===== src/rtl/cdc_event_arbiter.sv =====
// cdc_event_arbiter
// Serializes single-cycle event pulses from NUM_REQ requesters onto one
// level/ack event line that feeds a CDC handshake synchronizer. Each granted
// event drives sync_data high for HOLD_CYCLES. A GAP_CYCLES low recovery
// period then follows. Grants are round-robin over latched pending events.
//
// Optional feature macro: CDC_ARB_OVERFLOW_EN (sticky lost-event flags).
//
// Ports:
//   clk           rising-edge clock
//   rst_n         synchronous active-low reset
//   req_pulse     one-cycle event pulses, one bit per requester
//   clr_overflow  clears all overflow flags (ignored when the feature is off)
//   sync_data     event level to the synchronizer data input
//   sync_id       index of the requester currently or last granted
//   pending       latched events not yet granted
//   busy          high whenever the arbiter is not idle
//   overflow      sticky per-requester lost-event flags
module cdc_event_arbiter #(
    parameter int unsigned NUM_REQ     = 4,
    parameter int unsigned ID_W        = 2,
    parameter int unsigned HOLD_CYCLES = 4,
    parameter int unsigned GAP_CYCLES  = 8
) (
    input  logic               clk,
    input  logic               rst_n,
    input  logic [NUM_REQ-1:0] req_pulse,
    input  logic               clr_overflow,
    output logic               sync_data,
    output logic [ID_W-1:0]    sync_id,
    output logic [NUM_REQ-1:0] pending,
    output logic               busy,
    output logic [NUM_REQ-1:0] overflow
);

    localparam int unsigned IDX_W   = (NUM_REQ > 1) ? $clog2(NUM_REQ) : 1;
    localparam int unsigned MAX_CNT = (HOLD_CYCLES > GAP_CYCLES) ? HOLD_CYCLES : GAP_CYCLES;
    localparam int unsigned CNT_W   = (MAX_CNT > 1) ? $clog2(MAX_CNT) : 1;

    localparam logic [CNT_W-1:0] HOLD_LOAD = CNT_W'(HOLD_CYCLES - 1);
    localparam logic [CNT_W-1:0] GAP_LOAD  = CNT_W'(GAP_CYCLES - 1);
    localparam logic [IDX_W-1:0] LAST_RST  = IDX_W'(NUM_REQ - 1);

    typedef enum logic [1:0] {
        IDLE = 2'd0,
        HOLD = 2'd1,
        GAP  = 2'd2
    } state_t;

    state_t             state;
    state_t             state_next;
    logic [CNT_W-1:0]   cnt;
    logic [CNT_W-1:0]   cnt_next;
    logic [IDX_W-1:0]   last_grant;
    logic [IDX_W-1:0]   last_next;
    logic               data_next;
    logic [ID_W-1:0]    id_next;
    logic [NUM_REQ-1:0] pending_next;
    logic [NUM_REQ-1:0] overflow_next;
    logic [NUM_REQ-1:0] grant_mask;
    logic               busy_next;
    logic               win_valid;
    logic [IDX_W-1:0]   win_idx;

    // Round-robin pick: first registered pending bit after last_grant, wrapping.
    always_comb begin
        win_valid = 1'b0;
        win_idx   = '0;
        for (int unsigned k = 1; k <= NUM_REQ; k++) begin : scan
            int unsigned cand;
            cand = (32'(last_grant) + k) % NUM_REQ;
            if (!win_valid && pending[IDX_W'(cand)]) begin
                win_valid = 1'b1;
                win_idx   = IDX_W'(cand);
            end
        end
    end

    // State register plus registered outputs; reset parks in GAP so an
    // in-flight synchronizer request can drain before the first new event.
    always_ff @(posedge clk) begin
        if (!rst_n) begin
            state      <= GAP;
            cnt        <= GAP_LOAD;
            last_grant <= LAST_RST;
            sync_data  <= 1'b0;
            sync_id    <= '0;
            pending    <= '0;
            overflow   <= '0;
            busy       <= 1'b1;
        end else begin
            state      <= state_next;
            cnt        <= cnt_next;
            last_grant <= last_next;
            sync_data  <= data_next;
            sync_id    <= id_next;
            pending    <= pending_next;
            overflow   <= overflow_next;
            busy       <= busy_next;
        end
    end

    // Next-state logic.
    always_comb begin
        state_next = state;
        case (state)
            IDLE:    if (win_valid) state_next = HOLD;
            HOLD:    if (cnt == '0) state_next = GAP;
            GAP:     if (cnt == '0) state_next = IDLE;
            default: state_next = GAP;
        endcase
    end

    // Next values of counter, grant bookkeeping and registered outputs.
    always_comb begin
        cnt_next   = cnt;
        last_next  = last_grant;
        data_next  = sync_data;
        id_next    = sync_id;
        grant_mask = '0;
        case (state)
            IDLE: begin
                if (win_valid) begin
                    data_next  = 1'b1;
                    id_next    = ID_W'(win_idx);
                    last_next  = win_idx;
                    cnt_next   = HOLD_LOAD;
                    grant_mask = NUM_REQ'(1) << win_idx;
                end
            end
            HOLD: begin
                if (cnt == '0) begin
                    data_next = 1'b0;
                    cnt_next  = GAP_LOAD;
                end else begin
                    cnt_next = cnt - CNT_W'(1);
                end
            end
            GAP: begin
                if (cnt != '0) cnt_next = cnt - CNT_W'(1);
            end
            default: begin
                data_next = 1'b0;
                cnt_next  = GAP_LOAD;
            end
        endcase

        // A pulse on the grant edge survives as a fresh event.
        pending_next = (pending & ~grant_mask) | req_pulse;
        busy_next    = (state_next != IDLE);
    end

`ifdef CDC_ARB_OVERFLOW_EN
    logic [NUM_REQ-1:0] ovf_set;

    // A repeat pulse on a still-pending, not-now-granted requester is lost.
    always_comb begin
        ovf_set       = req_pulse & pending & ~grant_mask;
        overflow_next = clr_overflow ? ovf_set : (overflow | ovf_set);
    end
`else
    logic unused_clr;

    assign unused_clr    = clr_overflow;
    assign overflow_next = '0;
`endif

endmodule


===== config.mk =====
export PLATFORM = sky130hd
export DESIGN_NAME = cdc_event_arbiter
export DESIGN_NICKNAME = d
export VERILOG_FILES = /design/src/rtl/cdc_event_arbiter.sv
export SDC_FILE = /design/constraint.sdc
export NUM_CORES = 1
export LEC_CHECK = 0
export BUFFER_PORTS_ARGS = -buffer_cell sky130_fd_sc_hd__buf_2
export CAP_MARGIN = 5
export CORE_MARGIN = 2
export CORE_UTILIZATION = 45
export DETAILED_ROUTE_END_ITERATION = 6
export PLACE_DENSITY = 0.69
export SLEW_MARGIN = 20
export SYNTH_ARGS = -nofsm -noshare
export SYNTH_HDL_FRONTEND = slang
export SYNTH_SLANG_ARGS = --single-unit

===== constraint.sdc =====
create_clock -name clk -period 1.8 [get_ports clk]
set_input_delay 0.36 -clock clk [delete_from_list [all_inputs] [get_ports clk]]
set_output_delay 0.36 -clock clk [all_outputs]
set_load 0.05 [all_outputs]

==> flow_summary.toml, run 1 <==
[pwr]
internal_power_w = 0.0004725
combPwrFrac_pct = 18.6
power.total_w = 0.0006854
p_clk_share_pct = 28.1
p_leak_nw = 0.3964
p_per_area_mw_per_mm2 = 771.6
power_switching_w = 0.0002130
seqPwrFrac_pct = 53.3
p_sw_share_pct = 31.07
irDropWorstVdd_uv = 395.3

[global_routing]
grt_pass1_vias = 589
grt_start_max_net_pins = 16
overflow = 0
grt_usage_pct = 16.95
antenna_found_initial = 0
grt_pass1_wl_mm = 2.580

[synthesis]
ys.flop_type = "dfxtp_1"
syn_inst = 97
ys_seq_area_share_pct = 37.09
async_reset_ff_share_pct = 0
yosysTopAreaCellShare_pct = 37.09
yosysMostFrequentCell = "dfxtp_1"
synthTopCellsByArea = "dfxtp_1 (37%), o21ai_0 (6.8%), buf_4 (3.7%), a21oi_1 (3.1%), ha_1 (3.1%)"
yosys_warnings = 0
synth_cell_type_count = 37
synth_edf_count = 0
synth_top_area_cell = "dfxtp_1"
synth_area_um2 = 809.5
synth-seq-cells = 15
synthTopCellsByCount = "dfxtp_1 (15), o21ai_0 (11), inv_1 (6), nor2_1 (6)"
synth_area_per_cell_um2 = 8.346

[clock_tree]
post_cts_buffers = 0
cts_resized = 0
ctsHoldBuffers = 0
numCtsBuffers = 3
clock_latency_ns = 0.28
clk_pin_slew_ns = 0.09
cts_tree = "done"
cts-root-buf = "clkbuf_4"
ctsHtreeMaxLevel = 1
clock_sinks = 15
cts_buffer_depth = 2

[placement]
port_buffers = 13
dp_hpwl_mm = 1.154
dp_cells = 130
place.gp.congestion = 0.7695
place_ws_ns = 0.4104

[sta]
finalCritPeriodShare_pct = 82.20
final_hold_viol_count = 0
setup_viol = 0
setup_slack_ns = 0.3205
drv_slew = 0
max_clock_freq_mhz = 675.9
tns_ns = 0
rsz0062_at_grt = "no"
period_minus_slack_ns = 1.480
skew_ns = 0.001548
hold_ws_ns = 0.3583

[finish]
nets = 119
drive_above_1_share_pct = 19.27
area.growth.synth_to_final_pct = 9.737
finalNonFillerCells = 134
diodes = 0

[setup_path]
required_ns = 1.44
crit_type = "reg -> out"
crit_start = "pending[1]"
cpPeakStageDelay_ns = 0.51
end_kind = "output pin"
cp.arrival_ns = 1.12
cp_num_cells = 1
critPathTopFamily = "flip-flops"
path_cells = "buf_2"
reg2regPathDepth = 6
crit_end = "pending[1]"
cp-start-kind = "flip-flop"
r2r_slack_ns = 0.38
rr_endpoint = "cnt[0]"
cp_max_fo = 8
crit_buf_inv = 1
r2r_start = "cnt[0]"
slowest_stage = "dfxtp_1"

[die]
die_h_um = 46.42
die_w_um = 46.42
dieArea_mm2 = 0.002154
coreArea_mm2 = 0.001708
io_pins = 19
initial_utilization_pct = 47.40
core.rowCount = 15

[drt]
ant_nets = 0
vias_per_cell = 5.194
routed-via-count = 696
drt-total-wl_mm = 1.577
drc = 0
dr.pass1.iters = 4
drt-wirelength-per-cell_um = 11.77
drt_iter0_markers = 12

[status]
status = "completed"

[flow_run]
drv_cap = 0

[worst_hold_path]
hold_class = "in -> reg"
-- power groups by stage --
stage | clock, W | sequential (W) | combinational [W]
3_3_place_gp | 0 | 0.000372 | 0.000124
4_1_cts | 0.000196 | 0.000365 | 0.000128
5_1_grt | 0.000208 | 0.000368 | 0.000138
6_report | 0.000193 | 0.000365 | 0.000127
3_5_place_dp | 0 | 0.000373 | 0.000127
2_1_floorplan | 0 | 0.000393 | 0.0000856
-- state kept, by name, indices dropped and copies added, names as in the netlist --
name,cells
busy,1
cnt,3
last_grant,2
pending,4
state,2
sync_data,1
sync_id,2
-- worst min path at each step --
| stage | start | to | slack (ns) | depth (start not counted) |
|---|---|---|---|---|
| 2_1_floorplan | cnt[1] | cnt[1] | 0.46 | 2 |
| 3_3_place_gp | cnt[1] | cnt[1] | 0.48 | 2 |
| 3_5_place_dp | cnt[1] | cnt[1] | 0.49 | 2 |
| 4_1_cts | req_pulse[3] | pending[3] | 0.36 | 3 |
| 5_1_grt | req_pulse[3] | pending[3] | 0.36 | 3 |
| 6_report | req_pulse[3] | pending[3] | 0.36 | 3 |
-- stage by stage --
| stage | area (µm²) | util (%) |
|---|---|---|
| after global placement | 862.1 | 50.48 |
| after floorplan | 820.8 | - |
| final | 888.4 | 52.01 |
| after global routing | 888.4 | 52.01 |
| after CTS | 888.4 | 52.01 |
| after detailed placement | 862.1 | 50.48 |
-- final cells by class --
| type | instances | area [µm²] |
|---|---|---|
| Timing Repair Buffer | 13 | 65.06 |
| Sequential cell | 15 | 300.3 |
| Fill cell | 164 | 819.5 |
| Clock buffer | 4 | 26.28 |
| Multi-Input combinational cell | 71 | 442.9 |
| Inverter | 6 | 22.52 |
| Tap cell | 25 | 31.28 |
-- per-layer routing --
layer / routed length, µm / vias to the layer above / track usage (%) / share of wire, %
met5: 0 / - / 0 / 0
li1: - / 360 / - / -
met3: 66 / 4 / 3.922 / 4.2
met1: 838 / 317 / 25.00 / 53
met2: 653 / 15 / 23.33 / 41
met4: 19 / 0 / 6.857 / 1.2
-- cell usage in the layout, fill, tap and decap left out, types with 2 or more instances in the layout --
master and instances:
conb_1 4, a31oi_1 3, inv_1 6, mux2i_1 2, a21o_1 2, o21ai_0 11, nor3_1 4, a21oi_1 5
o22ai_1 2, a311o_1 2, o21ai_1 2, ha_1 2, nor2_1 6, nand2_1 5, dfxtp_1 15, nand2b_1 2
o211ai_1 2, clkbuf_4 3, buf_2 13, nor2b_1 3
-- cells by family after synthesis --
kind of cell	after synthesis	synth area share, %
flops	15	37.09
simple gates	29	20.71
fa+ha+maj	2	3.091
xor+xnor	1	1.082
mux	3	3.864
other cells	1	0.4632
compound gates	32	24.11
buf+inv	14	9.581
(Power assumes the default switching activity.)
==> run 2: changes to the inputs <==
- PLACE_DENSITY: 0.69 -> 0.71
- clock period: 1.8 -> 1.2 ns (I/O delays scaled with it)
==> flow_summary.toml, run 2 (synthesized netlist as in run 1, its figures left out) <==
[die]
die_h_um = 46.42
dieArea_mm2 = 0.002154
coreArea_mm2 = 0.001708
io_pins = 19
initial_utilization_pct = 47.40
core.rowCount = 15
die_w_um = 46.42

[global_routing]
antenna_found_initial = 0
grt_pass1_vias = 714
grt_start_max_net_pins = 16
overflow = 0
grt_usage_pct = 20.77
grt_pass1_wl_mm = 3.008

[placement]
port_buffers = 13
place.gp.congestion = 0.8081
place_area_um2 = 992.2
dp_hpwl_mm = 1.353

[setup_path]
crit_type = "reg -> reg"
path_cells = "inv_4 > ha_4 > nor2b_4 > mux2i_1 > nor3_1 > o21ai_0"
required_ns = 1.42
slowest_stage = "dfxtp_2"
cpPeakStageDelay_ns = 0.36
cp.arrival_ns = 1.52
critPathTopFamily = "flip-flops"
end_kind = "flip-flop"
cp_max_fo = 4
crit_buf_inv = 1
cp-start-kind = "flip-flop"

[sta]
tns_ns = -0.5391
setup_viol = 13
hold_ws_ns = 0.2089
finalCritPeriodShare_pct = 109.1
rsz0062_at_grt = "yes"
max_clock_freq_mhz = 763.9
drv_slew = 0
period_minus_slack_ns = 1.309
skew_ns = 0.001626
final_hold_viol_count = 0
setup_slack_ns = -0.1091

[drt]
drc = 0
drt-wirelength-per-cell_um = 13.57
ant_nets = 0
dr.pass1.iters = 3
drt-total-wl_mm = 2.049
vias_per_cell = 5.225
drt_iter0_markers = 8
routed-via-count = 789

[pwr]
p_leak_nw = 0.4975
p_clk_share_pct = 26.4
combPwrFrac_pct = 24.8
power_switching_w = 0.0003607
power.total_w = 0.001125
irDropWorstVdd_uv = 771.0
internal_power_w = 0.0007646
p_sw_share_pct = 32.05
seqPwrFrac_pct = 48.8
p_per_area_mw_per_mm2 = 966.1

[status]
status = "finished, violations left"
violations = "setup timing"

[flow_run]
drv_cap = 0

[finish]
most-common-layout-cells = "buf_4 (14), buf_2 (10), o21ai_0 (7)"
drive_above_1_share_pct = 50.79
top_regs = "pending x4, cnt x3"
design_area_mm2 = 0.001165
diodes = 0
largest_register = "pending"
layout_commonest_cell = "buf_4"
largest_reg_flops = 4
nFillCells = 148
nets = 136
area.growth.synth_to_final_pct = 43.90

[clock_tree]
clk_pin_slew_ns = 0.09
clock_sinks = 15
cts_buffer_depth = 2
ctsHoldBuffers = 0
clock_latency_ns = 0.29
cts_tree = "done"
numCtsBuffers = 3
ctsHtreeMaxLevel = 1
cts-root-buf = "clkbuf_4"

[worst_hold_path]
hold_class = "in -> reg"
run 2: routing by layer:
metal | part of all wire (%) | vias to the layer above | GRT usage (%)
met2 | 49 | 15 | 32.50
met5 | 0 | - | 0
met3 | 2.2 | 7 | 5.490
met1 | 45 | 372 | 23.46
li1 | - | 395 | -
met4 | 3.6 | 0 | 16.57
run 2: final cells by class:
type	count	area [µm²]	share of cell area (%)
multi-input cells	71	531.8	45.65
repair buffers	30	226.5	19.44
inverters	6	25.02	2.148
well taps	25	31.28	2.685
flip-flops and latches	15	324.1	27.82
clock buffers	4	26.28	2.256
run 2: worst reg2reg max path: stages, from the launching register on:
cell	delay, ns
dfxtp_2	0.36
inv_4	0.05
ha_4	0.16
nor2b_4	0.13
mux2i_1	0.28
nor3_1	0.08
o21ai_0	0.17
run 2: metrics by stage:
stage | setup slack [ns] | std cells | util, %
after floorplan | -0.07265 | 100 | -
after global placement | -0.1404 | 145 | 58.10
after detailed placement | -0.1632 | 145 | 58.10
after CTS | -0.07855 | 150 | 64.25
after global routing | -0.1852 | 151 | 68.21
final | -0.1091 | 151 | 68.21
run 2: timing repair:
| item | 4_1_cts | 5_1_grt |
|---|---|---|
| buffers inserted | 1 | 1 |
| endpoints found under the setup margin | 16 | 18 |
| endpoints found under the hold margin | 0 | 0 |
| gates resized for setup | 25 | 19 |
| pin swaps | 4 | 4 |
run 2: path summary, 6_finish.rpt:
check / to / slack [ns] / depth (start not counted) / startpoint
max: cnt[0] / -0.11 / 6 / cnt[0]
min: pending[0] / 0.21 / 3 / req_pulse[0]
max reg2reg: cnt[0] / -0.11 / 6 / cnt[0]
min reg2reg: cnt[1] / 0.51 / 2 / cnt[1]
run 2: power by group through the flow:
stage	Clock, W	Combinational, W	Sequential, W
3_5_place_dp	0	0.000220	0.000556
3_3_place_gp	0	0.000215	0.000555
2_1_floorplan	0	0.000129	0.000588
5_1_grt	0.000326	0.000296	0.000553
4_1_cts	0.000302	0.000254	0.000549
6_report	0.000297	0.000279	0.000549
==> run 3: changes to the inputs <==
- SKIP_CTS_REPAIR_TIMING: unset -> 1
==> flow_summary.toml, run 3 (synthesized netlist as in run 1, its figures left out) <==
[status]
status = "finished, violations left"
violations = "setup timing"

[drt]
routed-via-count = 785
vias_per_cell = 5.199
drc = 0
ant_nets = 0
drt-wirelength-per-cell_um = 13.13
drt-total-wl_mm = 1.982
dr.pass1.iters = 4
drt_iter0_markers = 12

[finish]
finalNonFillerCells = 151
fin_util_pct = 67.33
largest_register = "pending"
area.growth.synth_to_final_pct = 42.04
most-common-layout-cells = "buf_4 (16), o21ai_0 (9), buf_2 (9)"
layout_commonest_cell = "buf_4"
top_regs = "pending x4, cnt x3"
design_area_mm2 = 0.001150
largest_reg_flops = 4
nets = 136
diodes = 0
drive_above_1_share_pct = 49.21

[global_routing]
grt_pass1_wl_mm = 2.891
overflow = 0
antenna_found_initial = 0
grt_usage_pct = 19.89
grt_start_max_net_pins = 16
grt_pass1_vias = 702

[setup_path]
path_cells = "inv_4 > ha_4 > nor3b_1 > o21ai_1 > o211ai_1 > a31o_2"
reg2regPathDepth = 6
cp_max_fo = 3
rr_endpoint = "cnt[2]"
crit_buf_inv = 1
cp-start-kind = "flip-flop"
cpPeakStageDelay_ns = 0.36
r2r_start = "cnt[0]"
end_kind = "flip-flop"
cp_num_cells = 6
crit_start = "cnt[0]"
critPathTopFamily = "compound AO/OA/AOI/OAI gates"
cp.arrival_ns = 1.47
crit_type = "reg -> reg"
slowest_stage = "dfxtp_2"
required_ns = 1.39
crit_end = "cnt[2]"
r2r_slack_ns = -0.08

[placement]
dp_cells = 145
place_area_um2 = 992.2
port_buffers = 13
place.gp.congestion = 0.8081
dp_hpwl_mm = 1.353

[die]
coreArea_mm2 = 0.001708
io_pins = 19
initial_utilization_pct = 47.40
die_w_um = 46.42
core.rowCount = 15
die_h_um = 46.42
dieArea_mm2 = 0.002154

[sta]
finalCritPeriodShare_pct = 106.3
final_hold_viol_count = 0
period_minus_slack_ns = 1.276
setup_viol = 10
drv_slew = 0
skew_ns = 0.004422
rsz0062_at_grt = "yes"
max_clock_freq_mhz = 783.6
setup_slack_ns = -0.07615

[clock_tree]
cts_buffer_depth = 2
clock_latency_ns = 0.29
clock_sinks = 15
cts_tree = "done"
cts-root-buf = "clkbuf_4"
clk_pin_slew_ns = 0.08
numCtsBuffers = 3
ctsHtreeMaxLevel = 1

[worst_hold_path]
hold_class = "in -> reg"

[pwr]
irDropWorstVdd_uv = 787.8
p_per_area_mw_per_mm2 = 968.8
p_leak_nw = 0.4936

[flow_run]
drv_cap = 0
[run 3: worst register-to-register path: cells and delay by family, from the launching register on]
family / cells / cell delay, ns
AOI/OAI and AO/OA: 3 / 0.48
adders and majority gates: 1 / 0.15
buffers and inverters: 1 / 0.05
DFF: 1 / 0.36
and+or+nand+nor: 1 / 0.13
[run 3: worst min-delay path by stage]
| stage | depth (start not counted) | slack (ns) | end | from |
|---|---|---|---|---|
| 4_1_cts | 2 | 0.23 | busy | rst_n |
| 2_1_floorplan | 2 | 0.37 | pending[0] | rst_n |
| 6_report | 3 | 0.21 | pending[0] | req_pulse[0] |
| 5_1_grt | 3 | 0.24 | pending[0] | req_pulse[0] |
| 3_3_place_gp | 2 | 0.49 | cnt[1] | cnt[1] |
| 3_5_place_dp | 2 | 0.49 | cnt[1] | cnt[1] |
[run 3: layout make-up]
class,count,area (µm²)
Inverter,6,25.02
Sequential cell,15,324.1
Timing Repair Buffer,30,225.2
Multi-Input combinational cell,71,518.0
Tap cell,25,31.28
Clock buffer,4,26.28
Fill cell,150,558.0
[run 3: stage by stage]
stage               setup slack (ns)  total power (W)  setup TNS, ns  hold WS, ns
global placement             -0.1404        0.0007697        -0.8607       0.4894
floorplan                   -0.07265        0.0007166        -0.3461       0.3684
finish                      -0.07615         0.001114        -0.3957       0.2126
global route                 -0.1472         0.001167         -1.491       0.2373
detailed placement           -0.1632        0.0007762         -1.389       0.4917
CTS                          -0.1950         0.001068         -1.914       0.2312
[run 3: power by group]
part / switching [W] / internal [W] / total, W
Clock: 0.000166 / 0.000130 / 0.000295
Combinational: 0.000154 / 0.000114 / 0.000268
Sequential: 0.0000344 / 0.000517 / 0.000551
[run 3: per-layer routing]
layer | wire length [µm] | vias up | global-route usage [%]
met3 | 64 | 7 | 4.706
met1 | 904 | 364 | 22.51
met5 | 0 | - | 0
li1 | - | 395 | -
met4 | 76 | 0 | 16.57
met2 | 937 | 19 | 31.11
